**config.mk**
```make
export PLATFORM = sky130hd
export DESIGN_NAME = spi_eeprom_slave
export DESIGN_NICKNAME = d
export VERILOG_FILES = /design/src/rtl/spi_eeprom_slave.sv
export SDC_FILE = /design/constraint.sdc
export NUM_CORES = 2
export LEC_CHECK = 0
export ABC_AREA = 0
export BUFFER_PORTS_ARGS = -buffer_cell sky130_fd_sc_hd__buf_2
export CAP_MARGIN = 20
export CORE_ASPECT_RATIO = 0.6
export CORE_MARGIN = 3
export CORE_UTILIZATION = 40
export CTS_CLUSTER_SIZE = 30
export DETAILED_ROUTE_END_ITERATION = 8
export GPL_TIMING_DRIVEN = 1
export PLACE_DENSITY = 0.59
export SLEW_MARGIN = 40
export SYNTH_ARGS = -nofsm -noshare
export SYNTH_HDL_FRONTEND = slang
export SYNTH_SLANG_ARGS = --single-unit
```
**constraint.sdc**
```tcl
create_clock -name ACLK -period 72.7 [get_ports ACLK]
set_input_delay 14.54 -clock ACLK [delete_from_list [all_inputs] [get_ports ACLK]]
set_output_delay 14.54 -clock ACLK [all_outputs]
set_load 0.1 [all_outputs]
```
**src/rtl/spi_eeprom_slave.sv**
```systemverilog
// SPI mode-0 EEPROM-style slave with byte memory, WREN/WRDI/RDSR/READ/WRITE.
// All SPI pins are resynchronised into ACLK; SCK must be slow (>=4 ACLK per half).
module spi_eeprom_slave #(
    parameter int          ADDR_W    = 8,
    parameter logic [7:0]  INIT_BYTE = 8'hFF
) (
    input  logic ACLK,
    input  logic RST,
    input  logic SPI_SCK,
    input  logic SPI_CS,
    input  logic SPI_MOSI,
    output logic SPI_MISO,
    output logic SPI_MISO_OE,
    output logic WEL
);

    localparam int DEPTH = 1 << ADDR_W;

    localparam logic [2:0] S_IDLE    = 3'd0;
    localparam logic [2:0] S_CMD     = 3'd1;
    localparam logic [2:0] S_ADDR_H  = 3'd2;
    localparam logic [2:0] S_ADDR_L  = 3'd3;
    localparam logic [2:0] S_WR_DATA = 3'd4;
    localparam logic [2:0] S_RD_DATA = 3'd5;
    localparam logic [2:0] S_RDSR    = 3'd6;
    localparam logic [2:0] S_IGNORE  = 3'd7;

    localparam logic [7:0] OP_WREN  = 8'h06;
    localparam logic [7:0] OP_WRDI  = 8'h04;
    localparam logic [7:0] OP_RDSR  = 8'h05;
    localparam logic [7:0] OP_READ  = 8'h03;
    localparam logic [7:0] OP_WRITE = 8'h02;

    logic [1:0]        sck_s;
    logic [1:0]        cs_s;
    logic [1:0]        mosi_s;
    logic              sck_q;
    logic              cs_q;
    logic [1:0]        vld;
    logic              armed;

    logic [2:0]        state;
    logic [2:0]        bit_cnt;
    logic [7:0]        rx_sh;
    logic [7:0]        tx_sh;
    logic [7:0]        addr_h;
    logic [ADDR_W-1:0] addr;
    logic              wel_q;
    logic              is_read;
    logic              wr_ok;
    logic              wrote;
    logic              load_pend;

    logic [7:0]        mem [DEPTH];

    logic              sck_rise;
    logic              sck_fall;
    logic              cs_low;
    logic              cs_fall;
    logic              cs_rise;
    logic              active;
    logic              bit_in;
    logic              byte_done;
    logic [7:0]        rx_byte;
    logic [15:0]       addr_full;
    logic              mem_we;
    logic              rd_phase;

    // Two-flop synchronisers plus one delay flop for edge detection;
    // armed blocks decoding until CS has been seen high after reset.
    always_ff @(posedge ACLK or posedge RST) begin
        if (RST) begin
            sck_s  <= 2'b00;
            cs_s   <= 2'b11;
            mosi_s <= 2'b00;
            sck_q  <= 1'b0;
            cs_q   <= 1'b1;
            vld    <= 2'b00;
            armed  <= 1'b0;
        end else begin
            sck_s  <= {sck_s[0], SPI_SCK};
            cs_s   <= {cs_s[0], SPI_CS};
            mosi_s <= {mosi_s[0], SPI_MOSI};
            sck_q  <= sck_s[1];
            cs_q   <= cs_s[1];
            vld    <= {vld[0], 1'b1};
            if (vld[1] && cs_s[1])
                armed <= 1'b1;
        end
    end

    // Edge strobes and per-bit / per-byte qualifiers.
    always_comb begin
        sck_rise  = sck_s[1] & ~sck_q;
        sck_fall  = ~sck_s[1] & sck_q;
        cs_low    = ~cs_s[1];
        cs_fall   = armed & cs_low & cs_q;
        cs_rise   = cs_s[1] & ~cs_q;
        active    = cs_low && (state != S_IDLE);
        bit_in    = active && sck_rise;
        rx_byte   = {rx_sh[6:0], mosi_s[1]};
        byte_done = bit_in && (bit_cnt == 3'd7);
        addr_full = {addr_h, rx_byte};
        mem_we    = byte_done && (state == S_WR_DATA) && wr_ok;
        rd_phase  = (state == S_RD_DATA) || (state == S_RDSR);
    end

    // Transaction FSM, shift registers, address and write-enable latch.
    always_ff @(posedge ACLK or posedge RST) begin
        if (RST) begin
            state     <= S_IDLE;
            bit_cnt   <= 3'd0;
            rx_sh     <= 8'h00;
            tx_sh     <= 8'h00;
            addr_h    <= 8'h00;
            addr      <= '0;
            wel_q     <= 1'b0;
            is_read   <= 1'b0;
            wr_ok     <= 1'b0;
            wrote     <= 1'b0;
            load_pend <= 1'b0;
        end else if (cs_rise) begin
            state     <= S_IDLE;
            bit_cnt   <= 3'd0;
            rx_sh     <= 8'h00;
            tx_sh     <= 8'h00;
            load_pend <= 1'b0;
            wr_ok     <= 1'b0;
            wrote     <= 1'b0;
            if (wrote)
                wel_q <= 1'b0;
        end else if (cs_fall) begin
            state     <= S_CMD;
            bit_cnt   <= 3'd0;
            rx_sh     <= 8'h00;
            tx_sh     <= 8'h00;
            load_pend <= 1'b0;
            wr_ok     <= 1'b0;
            wrote     <= 1'b0;
        end else begin
            if (bit_in) begin
                bit_cnt <= bit_cnt + 3'd1;
                rx_sh   <= rx_byte;
            end
            if (byte_done) begin
                case (state)
                    S_CMD: begin
                        case (rx_byte)
                            OP_WREN: begin
                                wel_q <= 1'b1;
                                state <= S_IGNORE;
                            end
                            OP_WRDI: begin
                                wel_q <= 1'b0;
                                state <= S_IGNORE;
                            end
                            OP_RDSR: begin
                                load_pend <= 1'b1;
                                state     <= S_RDSR;
                            end
                            OP_READ: begin
                                is_read <= 1'b1;
                                state   <= S_ADDR_H;
                            end
                            OP_WRITE: begin
                                is_read <= 1'b0;
                                wr_ok   <= wel_q;
                                state   <= S_ADDR_H;
                            end
                            default: state <= S_IGNORE;
                        endcase
                    end
                    S_ADDR_H: begin
                        addr_h <= rx_byte;
                        state  <= S_ADDR_L;
                    end
                    S_ADDR_L: begin
                        addr      <= addr_full[ADDR_W-1:0];
                        load_pend <= is_read;
                        state     <= is_read ? S_RD_DATA : S_WR_DATA;
                    end
                    S_WR_DATA: begin
                        addr <= addr + ADDR_W'(1);
                        if (wr_ok)
                            wrote <= 1'b1;
                    end
                    S_RD_DATA: begin
                        addr      <= addr + ADDR_W'(1);
                        load_pend <= 1'b1;
                    end
                    S_RDSR: load_pend <= 1'b1;
                    default: ;
                endcase
            end
            if (active && sck_fall && rd_phase) begin
                if (load_pend) begin
                    load_pend <= 1'b0;
                    if (state == S_RD_DATA)
                        tx_sh <= mem[addr];
                    else
                        tx_sh <= {6'b0, wel_q, 1'b0};
                end else begin
                    tx_sh <= {tx_sh[6:0], 1'b0};
                end
            end
        end
    end

    // Byte memory, cleared to INIT_BYTE by reset.
    always_ff @(posedge ACLK or posedge RST) begin
        if (RST) begin
            for (int i = 0; i < DEPTH; i++)
                mem[i] <= INIT_BYTE;
        end else if (mem_we) begin
            mem[addr] <= rx_byte;
        end
    end

    // Outputs: drive MISO only while a read phase owns the bus.
    always_comb begin
        SPI_MISO_OE = rd_phase && cs_low;
        SPI_MISO    = SPI_MISO_OE & tx_sh[7];
        WEL         = wel_q;
    end

endmodule

```
==> results.ini <==
[global_route]
grt_max_degree=161
grt_usage=0.241
grt_pass1_wl_um=444000
overflow=0
grt_pass1_vias=58175
antenna_found_initial=18

[route]
detail_route.wl_per_cell_um=31.8
firstDrtPassIters=9
antenna_left=0
vias_per_cell=5.99
drt-initial-drc-count=5252
route.detailed.drc=0
finalWirelength_um=307000
vias=57684

[clock_tree]
h-tree-depth=4
cts_tree=done
cts_hold_buf=0
clkTransAtPathRegs_ns=0.06
cts_resized=0
cts_buffers=196
postCtsSetupBuffers=0
cts_buffer_depth=4
cts_sinks=2093
clock_latency_ns=0.86
root_buffer=clkbuf_16

[die]
rows=140
io_pins=8
start_util=0.404
fp.dieW_um=647
die_height_um=391
dieArea_sq_um=253000
core_sq_um=244000

[logic_synthesis]
synth_area_leaders=dfstp_2 (55%), mux2_2 (23%), mux4_2 (11%), mux2i_1 (1.8%), clkbuf_1 (1.3%)
syn-num-nets=6330
async_flop_share=1.00
yosysTopAreaCellShare=0.546
synth_edf_count=0
yosys_most_used_dff=dfstp_2
synthCells=6319
synth.cell_area_sq_um=98700
synth_top_area_cell=dfstp_2
synth.avg_cell_area_sq_um=15.6
synth_seq_cells=2093
ys_types=78
ys_warn_count=0
synth_seq_area_share=0.557

[cells_and_area]
final_net_count=6225
areaGrowthSynthToFinish_pct=10.8
nFillCells=21285
drive_above_1_share=0.827
utilization=0.448

[setup_path]
r2r_cells=9
cp_max_fo=82
startpoint_type=input port
cp.required_ns=73.64
critPathCaptureType=asynchronous set/reset pin
arrival_ns=18.78
path_class=in -> async

[sta]
relSlewSlack=0.321
setup-tns-final_ns=0
fmax_mhz=56.1
post-route-min-period_ns=17.84
tightest_slew_ns=1.01
rsz0062_at_grt=no
period_share=0.245
drv_slew=0
hold_viol_final=0
setup_violations=0
finalClockSkew_ns=0.0397

[power]
p_leak_nw=42.7
ir_worst_vdd_uv=18.5
p_per_area_nw_per_um2=20.8
p_total_mw=2.28

[place]
dpl.hpwl_um=198000
numPortBuffers=7
globalplace.congestion=0.915

[min_path]
whs_path_depth=0
min_path_type=reg -> reg

[run]
drv_cap=0

[outcome]
outcome=finished, final reports clean

sequential cells by signal, indices dropped and copies added, names as in the netlist, 2 cells and up:
name / count
addr: 8
bit_cnt: 3
cs_s: 2
mem: 2048
mosi_s: 2
rx_sh: 7
sck_s: 2
state: 3
tx_sh: 8
vld: 2
kinds of logic after synthesis:
logic type / Yosys count / synth area share
fa+ha+maj: 6 / 0.000761
mux: 2717 / 0.361
other cells: 1 / 0.0000380
simple gates: 646 / 0.0332
xor+xnor: 5 / 0.000444
flops: 2093 / 0.557
compound gates: 350 / 0.0245
buf+inv: 501 / 0.0229
layer usage:
| layer | vias up | GRT usage | share of wire |
|---|---|---|---|
| met5 | - | 0.00686 | 0.0011 |
| met4 | 12 | 0.0578 | 0.026 |
| met3 | 466 | 0.0719 | 0.087 |
| met2 | 1833 | 0.324 | 0.40 |
| met1 | 31983 | 0.374 | 0.48 |
| li1 | 23390 | - | - |
cell usage in the layout (no fill, tap or decap), drive strengths merged, types with 9 or more instances in the layout:
cell	synthesis	final
nor2	78	78
and2	20	20
a211oi	18	18
mux4	468	468
mux2	2068	2068
o211ai	12	12
mux2i	181	181
buf	153	180
a2111oi	9	9
nand4	19	19
nand2	376	376
nor4	13	13
inv	12	15
o2111ai	14	14
clkbuf	333	300
o21ai	41	41
dfrtp	42	42
a21oi	74	74
nand3	47	47
o22ai	16	16
dfstp	2051	2051
nor3	20	20
and3	11	11
a31oi	16	16
bufinv	0	14
nor2b	29	29
a221oi	13	13
a22oi	82	82
clkinv	3	34
per-stage QoR:
step                cell area (sq um)  hold WS, ns  worst slack (ns)  std cells
global placement               102000        0.333             53.06       9260
global route                   109000        0.358             54.45       9631
finish                         109000        0.347             54.86       9638
CTS                            109000        0.352             54.29       9622
detailed placement             103000        0.336             53.38       9273
floorplan                       98700        0.331              2.43       6319
cell usage after synthesis, types with 6 or more instances:
cell	count
o22ai_1	16
a31oi_1	16
buf_6	16
a22o_1	7
nor2_2	10
a22oi_1	82
a221oi_1	13
nor3_1	16
nand2_1	251
and2_1	20
dfstp_2	2051
nor2b_1	29
nor4_1	12
a32oi_1	6
nand3_1	47
a2111oi_0	9
buf_4	54
nor2_1	68
mux4_2	468
nand2_2	125
dfrtp_1	42
mux2i_1	181
mux2_1	32
a211oi_1	18
o211ai_1	12
inv_1	11
buf_1	39
o21ai_0	41
and3_1	11
buf_2	44
mux2_2	2036
nand4_1	19
o2111ai_1	14
clkbuf_1	333
ha_1	6
a21oi_1	74
critical path, cell delays in order:
cell	delay, ns
buf_2	0.13
inv_8	0.24
buf_16	0.39
buf_4	0.68
buf_6	0.59
buf_6	0.57
buf_6	0.66
buf_6	0.65
path summary, 6_finish.rpt:
| check | startpoint | to | slack [ns] |
|---|---|---|---|
| max in group ACLK | state[0] | SPI_MISO | 55.60 |
| worst max register to register | addr[0] | tx_sh[3] | 67.04 |
| worst max-delay path | RST | mem[1951] | 54.86 |
| min in group asynchronous | RST | mem[518] | 13.94 |
| worst min register to register | mosi_s[0] | mosi_s[1] | 0.35 |
| worst min-delay path | mosi_s[0] | mosi_s[1] | 0.35 |
power breakdown:
| part | total (mW) | switching [mW] | internal (mW) | leakage, nW |
|---|---|---|---|---|
| clock network | 1.08 | 0.465 | 0.610 | 3.24 |
| registers | 1.17 | 0.00131 | 1.17 | 21.7 |
| logic | 0.0312 | 0.0279 | 0.00330 | 17.8 |
| total | 2.28 | 0.494 | 1.78 | 42.7 |
final cells by class:
class                   count  area, sq um  share of cell area
flip-flops and latches   2093        55000               0.503
multi-input cells        3725        41800               0.382
clock buffers             297         5920              0.0541
well taps                3266         4090              0.0374
repair buffers            183         1840              0.0168
clock inverters            52          632             0.00578
inverters                  15         70.1            0.000641
diodes                      7         17.5            0.000160
Power figures use the tool's default switching activity.
